## config.mk

```make
export PLATFORM = sky130hd
export DESIGN_NAME = fetch_stage
export DESIGN_NICKNAME = d
export VERILOG_FILES = /design/src/rtl/fetch_stage.sv
export SDC_FILE = /design/constraint.sdc
export NUM_CORES = 1
export LEC_CHECK = 0
export ABC_AREA = 1
export BUFFER_PORTS_ARGS = -buffer_cell sky130_fd_sc_hd__buf_4
export CAP_MARGIN = 25
export CORE_MARGIN = 5
export CORE_UTILIZATION = 25
export CTS_CLUSTER_SIZE = 24
export DETAILED_ROUTE_END_ITERATION = 16
export GPL_ROUTABILITY_DRIVEN = 0
export SLEW_MARGIN = 15
export SYNTH_ARGS = -nofsm -noshare
export SYNTH_HDL_FRONTEND = slang
export SYNTH_SLANG_ARGS = --single-unit
```

## constraint.sdc

```tcl
create_clock -name clk -period 7.45 [get_ports clk]
set_input_delay 0.3725 -clock clk [delete_from_list [all_inputs] [get_ports clk]]
set_output_delay 0.3725 -clock clk [all_outputs]
set_load 0.1 [all_outputs]
```

## src/rtl/fetch_stage.sv

```systemverilog
// Instruction fetch stage: issues SRAM-like instruction requests and buffers
// the returned words in a small in-order queue that feeds the decoder.
// Redirects flush the queue and discard every response still in flight.
// Optional macro FETCH_BYPASS_EN: forward a returning word straight to the
// decoder in the same cycle when the queue is empty.
module fetch_stage #(
    parameter logic [31:0] RESET_PC = 32'h1c00_0000,
    parameter int          QDEPTH   = 2
) (
    input  logic        clk,
    input  logic        resetn,
    input  logic        redirect_valid,
    input  logic [31:0] redirect_pc,
    output logic        inst_req,
    output logic [31:0] inst_addr,
    input  logic        inst_addr_ok,
    input  logic        inst_data_ok,
    input  logic [31:0] inst_rdata,
    output logic        dec_valid,
    output logic [31:0] dec_pc,
    output logic [31:0] dec_instr,
    input  logic        dec_ready
);
    localparam int AW = $clog2(QDEPTH);
    localparam int CW = $clog2(QDEPTH) + 1;

    typedef enum logic {S_RUN = 1'b0, S_HOLD = 1'b1} state_t;

    state_t          r_state, w_state_nxt;
    logic            w_in_hold;
    logic            r_req;
    logic [31:0]     r_fpc, r_hold_pc;
    logic [CW-1:0]   r_out_cnt, r_q_cnt, r_dc;
    logic [CW-1:0]   w_out_nxt, w_q_nxt, w_dc_nxt;
    logic [CW:0]     w_sum;
    logic            w_room;
    // PC FIFO of accepted request addresses, popped on every response
    logic [31:0]     r_pcf [QDEPTH];
    logic [AW-1:0]   r_pf_wp, r_pf_rp;
    // instruction queue
    logic [31:0]     r_qpc  [QDEPTH];
    logic [31:0]     r_qins [QDEPTH];
    logic [AW-1:0]   r_wp, r_rp;
    logic            w_acc, w_drop, w_keep, w_q_empty, w_push, w_pop, w_byp;
    logic [31:0]     w_head_pc;

    assign w_acc     = r_req & inst_addr_ok;
    assign w_drop    = redirect_valid | (r_dc != '0);
    assign w_keep    = inst_data_ok & ~w_drop;
    assign w_q_empty = (r_q_cnt == '0);
    assign w_head_pc = r_pcf[r_pf_rp];

`ifdef FETCH_BYPASS_EN
    assign w_byp  = w_keep & w_q_empty;
    assign w_push = w_keep & ~(w_byp & dec_ready);
`else
    assign w_byp  = 1'b0;
    assign w_push = w_keep;
`endif

    assign w_pop     = dec_valid & dec_ready & ~w_byp;
    assign w_out_nxt = r_out_cnt + CW'(w_acc) - CW'(inst_data_ok);
    assign w_q_nxt   = redirect_valid ? '0 : (r_q_cnt + CW'(w_push) - CW'(w_pop));
    // Discard count covers everything outstanding at the redirect, plus a stale
    // held request that gets accepted later while in HOLD.
    assign w_dc_nxt  = redirect_valid ? w_out_nxt :
                       (r_dc - CW'(inst_data_ok && (r_dc != '0)) + CW'(w_acc && w_in_hold));
    // Only request when a queue slot is guaranteed for the response.
    assign w_sum     = {1'b0, w_out_nxt} + {1'b0, w_q_nxt};
    assign w_room    = (w_sum < (CW+1)'(QDEPTH));

    assign inst_req  = r_req;
    assign inst_addr = r_fpc;

    // FSM state register
    always_ff @(posedge clk or negedge resetn) begin
        if (!resetn) r_state <= S_RUN;
        else         r_state <= w_state_nxt;
    end

    // FSM next state: redirect against an unaccepted request parks it in HOLD
    always_comb begin
        w_state_nxt = r_state;
        case (r_state)
            S_RUN:  if (redirect_valid && r_req && !inst_addr_ok) w_state_nxt = S_HOLD;
            S_HOLD: if (inst_addr_ok)                             w_state_nxt = S_RUN;
            default: w_state_nxt = S_RUN;
        endcase
    end

    // FSM outputs
    always_comb begin
        w_in_hold = (r_state == S_HOLD);
    end

    // Fetch PC, saved redirect target and the held request line
    always_ff @(posedge clk or negedge resetn) begin
        if (!resetn) begin
            r_fpc     <= RESET_PC;
            r_hold_pc <= '0;
            r_req     <= 1'b0;
        end else begin
            if (w_in_hold) begin
                if (redirect_valid) r_hold_pc <= redirect_pc;
                if (w_acc)          r_fpc     <= redirect_valid ? redirect_pc : r_hold_pc;
            end else if (redirect_valid) begin
                if (r_req && !inst_addr_ok) r_hold_pc <= redirect_pc;
                else                        r_fpc     <= redirect_pc;
            end else if (w_acc) begin
                r_fpc <= r_fpc + 32'd4;
            end
            r_req <= (r_req & ~inst_addr_ok) | w_room;
        end
    end

    // Outstanding/discard counters and FIFO pointers
    always_ff @(posedge clk or negedge resetn) begin
        if (!resetn) begin
            r_out_cnt <= '0;
            r_dc      <= '0;
            r_q_cnt   <= '0;
            r_pf_wp   <= '0;
            r_pf_rp   <= '0;
            r_wp      <= '0;
            r_rp      <= '0;
        end else begin
            r_out_cnt <= w_out_nxt;
            r_dc      <= w_dc_nxt;
            r_q_cnt   <= w_q_nxt;
            if (w_acc)        r_pf_wp <= r_pf_wp + AW'(1);
            if (inst_data_ok) r_pf_rp <= r_pf_rp + AW'(1);
            if (redirect_valid) begin
                r_wp <= '0;
                r_rp <= '0;
            end else begin
                if (w_push) r_wp <= r_wp + AW'(1);
                if (w_pop)  r_rp <= r_rp + AW'(1);
            end
        end
    end

    // FIFO storage; contents are qualified by the counters, so no reset
    always_ff @(posedge clk) begin
        if (w_acc) r_pcf[r_pf_wp] <= r_fpc;
        if (w_push) begin
            r_qpc[r_wp]  <= w_head_pc;
            r_qins[r_wp] <= inst_rdata;
        end
    end

    // Decoder view: queue head, or the returning word when bypassing
    always_comb begin
        dec_valid = ~w_q_empty;
        dec_pc    = w_q_empty ? 32'd0 : r_qpc[r_rp];
        dec_instr = w_q_empty ? 32'd0 : r_qins[r_rp];
        if (w_byp) begin
            dec_valid = 1'b1;
            dec_pc    = w_head_pc;
            dec_instr = inst_rdata;
        end
    end
endmodule
```

Yosys cells after proc, flatten, opt, wreduce, memory -nomap -nowiden

Memories as Yosys holds them, arrays and structs flattened.
Index checks and enable logic that the tools add are counted.

Word-level logic and storage cells: 78
Output and inout bits: 98
Bits in registers: 76
Bits of input ports: 70
RAM bits: 192
Memories: 3

Add/subtract/negate cells: 12
Bitwise logic cells: 10
Equal/unequal tests: 2
$lt $le $gt $ge: 1
Muxes and demuxes: 24
Reduce and logical (&&, ||, !) cells: 15

Memories:

| memory | words | bits a word | rd ports | clocked after Yosys merged registers in | wr ports | line | source |
|---|---|---|---|---|---|---|---|
| r_pcf  | 2     | 32          | 1        | 0                                       | 1        | 38   | `logic [31:0] r_pcf [QDEPTH];` |
| r_qins | 2     | 32          | 1        | 0                                       | 1        | 42   | `logic [31:0] r_qins [QDEPTH];` |
| r_qpc  | 2     | 32          | 1        | 0                                       | 1        | 41   | `logic [31:0] r_qpc [QDEPTH];` |

Operator list:

| cell                    | number |
|---|---|
| $mux W32                | 11 |
| $add A32 B3 Y32 const B | 1 |
| $reduce_bool A2 Y1      | 6 |
| $mux W1                 | 10 |
| $add A2 B1 Y2           | 3 |
| $sub A2 B1 Y2           | 3 |
| $logic_and A1 B1 Y1     | 5 |
| $add A1 B1 Y1 const B   | 4 |
| $and A1 B1 Y1           | 4 |
| $mux W2                 | 2 |
| $not A1 Y1              | 4 |
| $add A2 B2 Y3           | 1 |
| $lt A3 B2 Y1 const B    | 1 |
| $ne A3 B3 Y1 const B    | 1 |
| $reduce_and A3 Y1       | 1 |
| $logic_not A2 Y1        | 1 |
| $ne A2 B1 Y1 const B    | 1 |
| $or A1 B1 Y1            | 2 |
| $pmux W1 S2             | 1 |
| $reduce_and A2 Y1       | 1 |
| $logic_not A1 Y1        | 1 |

Longest topological paths before layout

Depth in word-level cells: 10
Depth in mapped cells: 15
Gate-level depth less buffers: 14

Worst setup path before layout

OpenSTA, ideal clock, no wires.

Kind: in2reg
From: input redirect_valid
To: memory r_qins[1][0], enable pin
Setup time: 0.644 ns
Path buffers: 2
Data required time: 6.806 ns
Arrival time: 7.060 ns
Stages: 5
Setup slack: -0.254 ns
Cell sequence: inv_1 > buf_2 > buf_1 > nand2_1 > nor4_1

Word-level cells in the longest chain between the ends: 5

RTL lines:

| what                          | line | source |
|---|---|---|
| start: declaration            | 12   | `input logic redirect_valid,` |
| $or A1 B1 Y1                  | 48   | `assign w_drop = redirect_valid \| (r_dc != '0);` |
| $not A1 Y1                    | 49   | `assign w_keep = inst_data_ok & ~w_drop;` |
| $and A1 B1 Y1                 | 49   |  |
| $mux W1                       | 145  | `if (w_push) begin` |
| $mux W1 (implied by the code) | 147  | `r_qins[r_wp] <= inst_rdata;` |
| end: declaration              | 42   |  |

Every way passes these cells.

Final worst setup path

From: register r_q_cnt[1]
To: register r_req, in the netlist inst_req

Word-level cells in the longest chain between the ends: 8
Elaborated cells between the ends (all ways): 9

RTL lines:

| what                                                                  | line | source |
|---|---|---|
| start: declaration                                                    | 33   | `logic [CW-1:0] r_out_cnt, r_q_cnt, r_dc;` |
| start signal: assignment                                              | 129  | `r_q_cnt <= w_q_nxt;` |
| parallel branches: the longest is 3 deep, another holds $add A2 B1 Y2 | n/a  |  |
| $sub A2 B1 Y2 (*)                                                     | 63   | `assign w_q_nxt = redirect_valid ? '0 : (r_q_cnt + CW'(w_push) - CW'(w_pop));` |
| $mux W2 (*)                                                           | 63   |  |
| via w_q_nxt[1]                                                        | 34   | `logic [CW-1:0] w_out_nxt, w_q_nxt, w_dc_nxt;` |
| $add A2 B2 Y3 (*)                                                     | 69   | `assign w_sum = {1'b0, w_out_nxt} + {1'b0, w_q_nxt};` |
| $lt A3 B2 Y1 (*)                                                      | 70   | `assign w_room = (w_sum < (CW+1)'(QDEPTH));` |
| $or A1 B1 Y1 (*)                                                      | 112  | `r_req <= (r_req & ~inst_addr_ok) \| w_room;` |
| end signal: assignment                                                | 112  |  |
| end: declaration                                                      | 31   | `logic r_req;` |

Mark *: on every way through the listed nets, which the timed path passes.
A chain may end at the register's enable or synchronous reset.

==> results list <==
- Vias in the first global route: 8398
- Data on the critical path is required at its endpoint by 7.87 ns.
- Reg-to-reg startpoint: r_q_cnt[1]
- Largest fanout on the critical path: 66
* Overall fraction of global-route tracks in use: 12.05%
- Run status: complete, no violations
- First-pass GRT wire length: 48890 um
* Area growth from synthesis to layout: 28.59%
- Of the available clock period, the critical path in the final layout requires 38.37%.
- Core Region: 0.04656 sq mm
- Layout Nets: 1382
- Sinks on the clock net: 268
- Met2 Track Usage GR: 19.10%
- Seq/Total Area, Yosys: between 60% and 70%
- After detailed routing, the number of vias per cell comes to 4.517.
- Entering global routing, the biggest net connects 77 pins.
* GRT met1 Usage: 16.82%
- TritonCTS created 30 clock buffers.
* End of the worst register-to-register path: inst_req
- Total wire length: approximately 32000 um
- DRC violation count after routing: 0
- Post-CTS timing repair inserted 0 buffers for setup.
* Synthesized Nets: around 1200
- Static timing analysis puts the maximum clock frequency at ~0.35 GHz.
- Post-detail-place hpwl: 21220 um
* Antenna violation net count after detailed routing: 0
* Crit path kind: flip-flop to flip-flop
- For the worst-skew pair, the clock arrives at the later sink with an insertion delay of 0.55 ns.
- Synth Area per Inst: 10.62 sq um
- Largest area contributor in the netlist: sky130_fd_sc_hd__edfxtp_1
- Data on the critical path arrives at its endpoint at 3.28 ns.
- Worst Tran Pin Value: 0.9413 ns
- Flip-flop cell with the highest count after synthesis: sky130_fd_sc_hd__edfxtp_1
- Leading cell types by count after synthesis: sky130_fd_sc_hd__nand2_1, sky130_fd_sc_hd__edfxtp_1, sky130_fd_sc_hd__a21oi_1, sky130_fd_sc_hd__nor2_1, sky130_fd_sc_hd__dfrtp_1
- Share of layout cells above drive strength 1: 21.91%
* Synthesis Warnings: 0
* H-tree depth: 1
- The final count of hold timing violations came to 0.
- Global routing usage on met3: roughly 2.5%
- Post-synth ARST share: 28.36%
- The die is 226.9 um tall.
* Number of antenna violations at the first check in global routing: 0
* Site Rows: 79
* Area contributors post-synth: sky130_fd_sc_hd__edfxtp_1, sky130_fd_sc_hd__dfrtp_1, sky130_fd_sc_hd__nand2_1
- Final setup violation count: 0
- Mapped Area: approximately 0.012 sq mm
* Die X: between 200 and 250 um
- After synthesis the netlist holds a flip-flop and latch count of 268.
- Total vias in the final route: 8741
- The number of antenna diodes in the final layout is 0.
- Starting density of the core: 25.25%
- Relative slew margins: around 37%
- 168 I/O pins were placed.
- Die Area: ~0.051 sq mm
- After filler insertion, the fill cell instance count of the layout stands at 4688.
* Synthesized instance count: roughly 1100
* Largest clock skew in the final design: 0.007394 ns
- Final slew viol count: 0
- For this block, the initial DRC count from the detailed router was 704.
- STA classifies the critical path endpoint as a flip-flop.
- STA classifies the critical path startpoint as a flip-flop.
- Total congestion overflow: 0
- The most critical setup path has its endpoint at inst_req.
* Area share of the largest cell type after synthesis: 49.04%
* Max capacitance violation total: 0
- In this run the most used layer during global routing was met2.
* Buffers added on ports: 167
- Final worst path period need: 2.858 ns
* Setup slack of the worst register-to-register path: between 4 and 5 ns
- After clock tree synthesis, the clock-pin slew on the worst setup and hold paths is 0.06 ns.
- Register-to-Register Path Depth: 14
- Maximum number of buffers from clock root to sink: 3
- Number of iterations in the first detailed-routing pass: 5
- Total Negative Setup Slacks: 0 ns
- Beginning of the critical path: r_q_cnt[1]
- TritonCTS built the clock tree.
- The multi-input combinational cells in the finished layout cover a total of 0.003623 sq mm.
- Synth unique cells: 39
* Path class of the lowest-slack min-delay path: input pin to flip-flop
- Most repeated cell in the gate-level netlist after synthesis: sky130_fd_sc_hd__nand2_1
* Number of flops mapped to enable cells by yosys: 192
- The tree is rooted in a sky130_fd_sc_hd__clkbuf_16.
* DR WL/cell: 16.56 um
* Sequential cell area in the final layout: 0.007674 sq mm
- Setup repair after global routing left no endpoint under its margin.
[metal layers]
layer,vias up,share of wire [%]
li1,4216,-
met1,4201,45
met2,272,45
met3,52,6.9
met4,0,2.6
met5,-,0
[final cells by class]
| cell class | count | share of cell area, % |
|---|---|---|
| clock buffers | 33 | 5.180 |
| clock inverters | 23 | 1.639 |
| inverters | 75 | 1.862 |
| multi-input cells | 713 | 23.97 |
| flip-flops and latches | 268 | 50.75 |
| well taps | 607 | 5.023 |
| repair buffers | 216 | 11.58 |
[through the flow]
stage / instance area (sq um) / hold WS, ns / util, % / std cells / worst slack [ns]
5_1_grt: 15120 / 0.06956 / 32.48 / 1935 / 4.314
4_1_cts: 15060 / 0.01796 / 32.34 / 1932 / 4.359
2_1_floorplan: 11760 / 0.07691 / - / 1107 / 2.451
3_3_place_gp: 13670 / 0.4590 / 29.37 / 1841 / 4.533
6_report: 15120 / 0.07773 / 32.48 / 1935 / 4.592
3_5_place_dp: 13690 / 0.4607 / 29.40 / 1842 / 4.417
[state kept, by name, summed over array words and instances, names as in the netlist, 2 cells and up]
register,flops
inst_addr,32
r_dc,2
r_out_cnt,2
r_q_cnt,2
r_qpc,64
r_pcf,64
r_hold_pc,32
r_qins,64
[placed cells by master (no fill, tap or decap), types with 4 or more instances in the layout]
cell type | Yosys | final
sky130_fd_sc_hd__a221oi_1 | 8 | 8
sky130_fd_sc_hd__ha_1 | 7 | 7
sky130_fd_sc_hd__a22oi_1 | 16 | 16
sky130_fd_sc_hd__inv_2 | 5 | 5
sky130_fd_sc_hd__inv_1 | 70 | 70
sky130_fd_sc_hd__nor2_4 | 6 | 8
sky130_fd_sc_hd__dlygate4sd3_1 | 0 | 35
sky130_fd_sc_hd__nor2_2 | 5 | 7
sky130_fd_sc_hd__bufinv_16 | 0 | 5
sky130_fd_sc_hd__o21ai_0 | 31 | 31
sky130_fd_sc_hd__clkbuf_16 | 0 | 32
sky130_fd_sc_hd__o311ai_0 | 5 | 5
sky130_fd_sc_hd__a311oi_1 | 5 | 5
sky130_fd_sc_hd__xor2_1 | 7 | 7
sky130_fd_sc_hd__buf_4 | 0 | 178
sky130_fd_sc_hd__edfxtp_1 | 192 | 192
sky130_fd_sc_hd__nand3_1 | 46 | 46
sky130_fd_sc_hd__dfrtp_1 | 73 | 71
sky130_fd_sc_hd__nor2_1 | 77 | 73
sky130_fd_sc_hd__a211oi_1 | 4 | 4
sky130_fd_sc_hd__o211ai_1 | 6 | 6
sky130_fd_sc_hd__clkinv_1 | 0 | 9
sky130_fd_sc_hd__nand2_2 | 5 | 5
sky130_fd_sc_hd__mux2_2 | 32 | 32
sky130_fd_sc_hd__nand2_1 | 317 | 317
sky130_fd_sc_hd__a21oi_1 | 117 | 117
[critical path: stages, from the launching register on]
cell and delay [ns]:
sky130_fd_sc_hd__dfrtp_1 0.41, sky130_fd_sc_hd__nor2_4 0.11, sky130_fd_sc_hd__buf_4 0.57, sky130_fd_sc_hd__nor2_1 0.17, sky130_fd_sc_hd__ha_1 0.34, sky130_fd_sc_hd__inv_1 0.06
sky130_fd_sc_hd__ha_1 0.13, sky130_fd_sc_hd__inv_1 0.05, sky130_fd_sc_hd__nand2_1 0.06, sky130_fd_sc_hd__nand2_1 0.04, sky130_fd_sc_hd__nor2_1 0.14, sky130_fd_sc_hd__inv_1 0.07
sky130_fd_sc_hd__fa_1 0.46, sky130_fd_sc_hd__nand2_1 0.08, sky130_fd_sc_hd__nand2_1 0.05
[how the worst min path moves through the flow]
| stage | from | depth (start not counted) | slack (ns) | endpoint |
|---|---|---|---|---|
| finish | redirect_pc[23] | 3 | 0.08 | r_hold_pc[23] |
| floorplan | resetn | 0 | 0.08 | inst_addr[0] |
| global route | redirect_pc[19] | 3 | 0.07 | r_hold_pc[19] |
| global placement | r_hold_pc[26] | 2 | 0.46 | r_hold_pc[26] |
| detailed placement | r_hold_pc[19] | 2 | 0.46 | r_hold_pc[19] |
| CTS | resetn | 1 | 0.02 | r_hold_pc[14] |
[what timing repair did]
item | 4_1_cts | 5_1_grt
hold buffers | 34 | 1
resized for setup | 0 | 0
setup endpoints to repair | 0 | 0
endpoints found under the hold margin | 66 | 19
[logic make-up (layout without fill, tap and decap cells)]
kind of cell    Yosys count  after routing  share of synthesized area, %
compound gates          201            201                         9.865
mux                      32             32                         3.065
buf+inv                 126            347                         4.235
simple gates            464            464                         16.08
fa+ha+maj                 8              8                        0.9152
flops                   268            268                         65.24
xor+xnor                  8              8                        0.5960
Power is left out: the tool's default activity adds up to more than one toggle a clock period on the data nets, which glitch-free logic cannot reach.
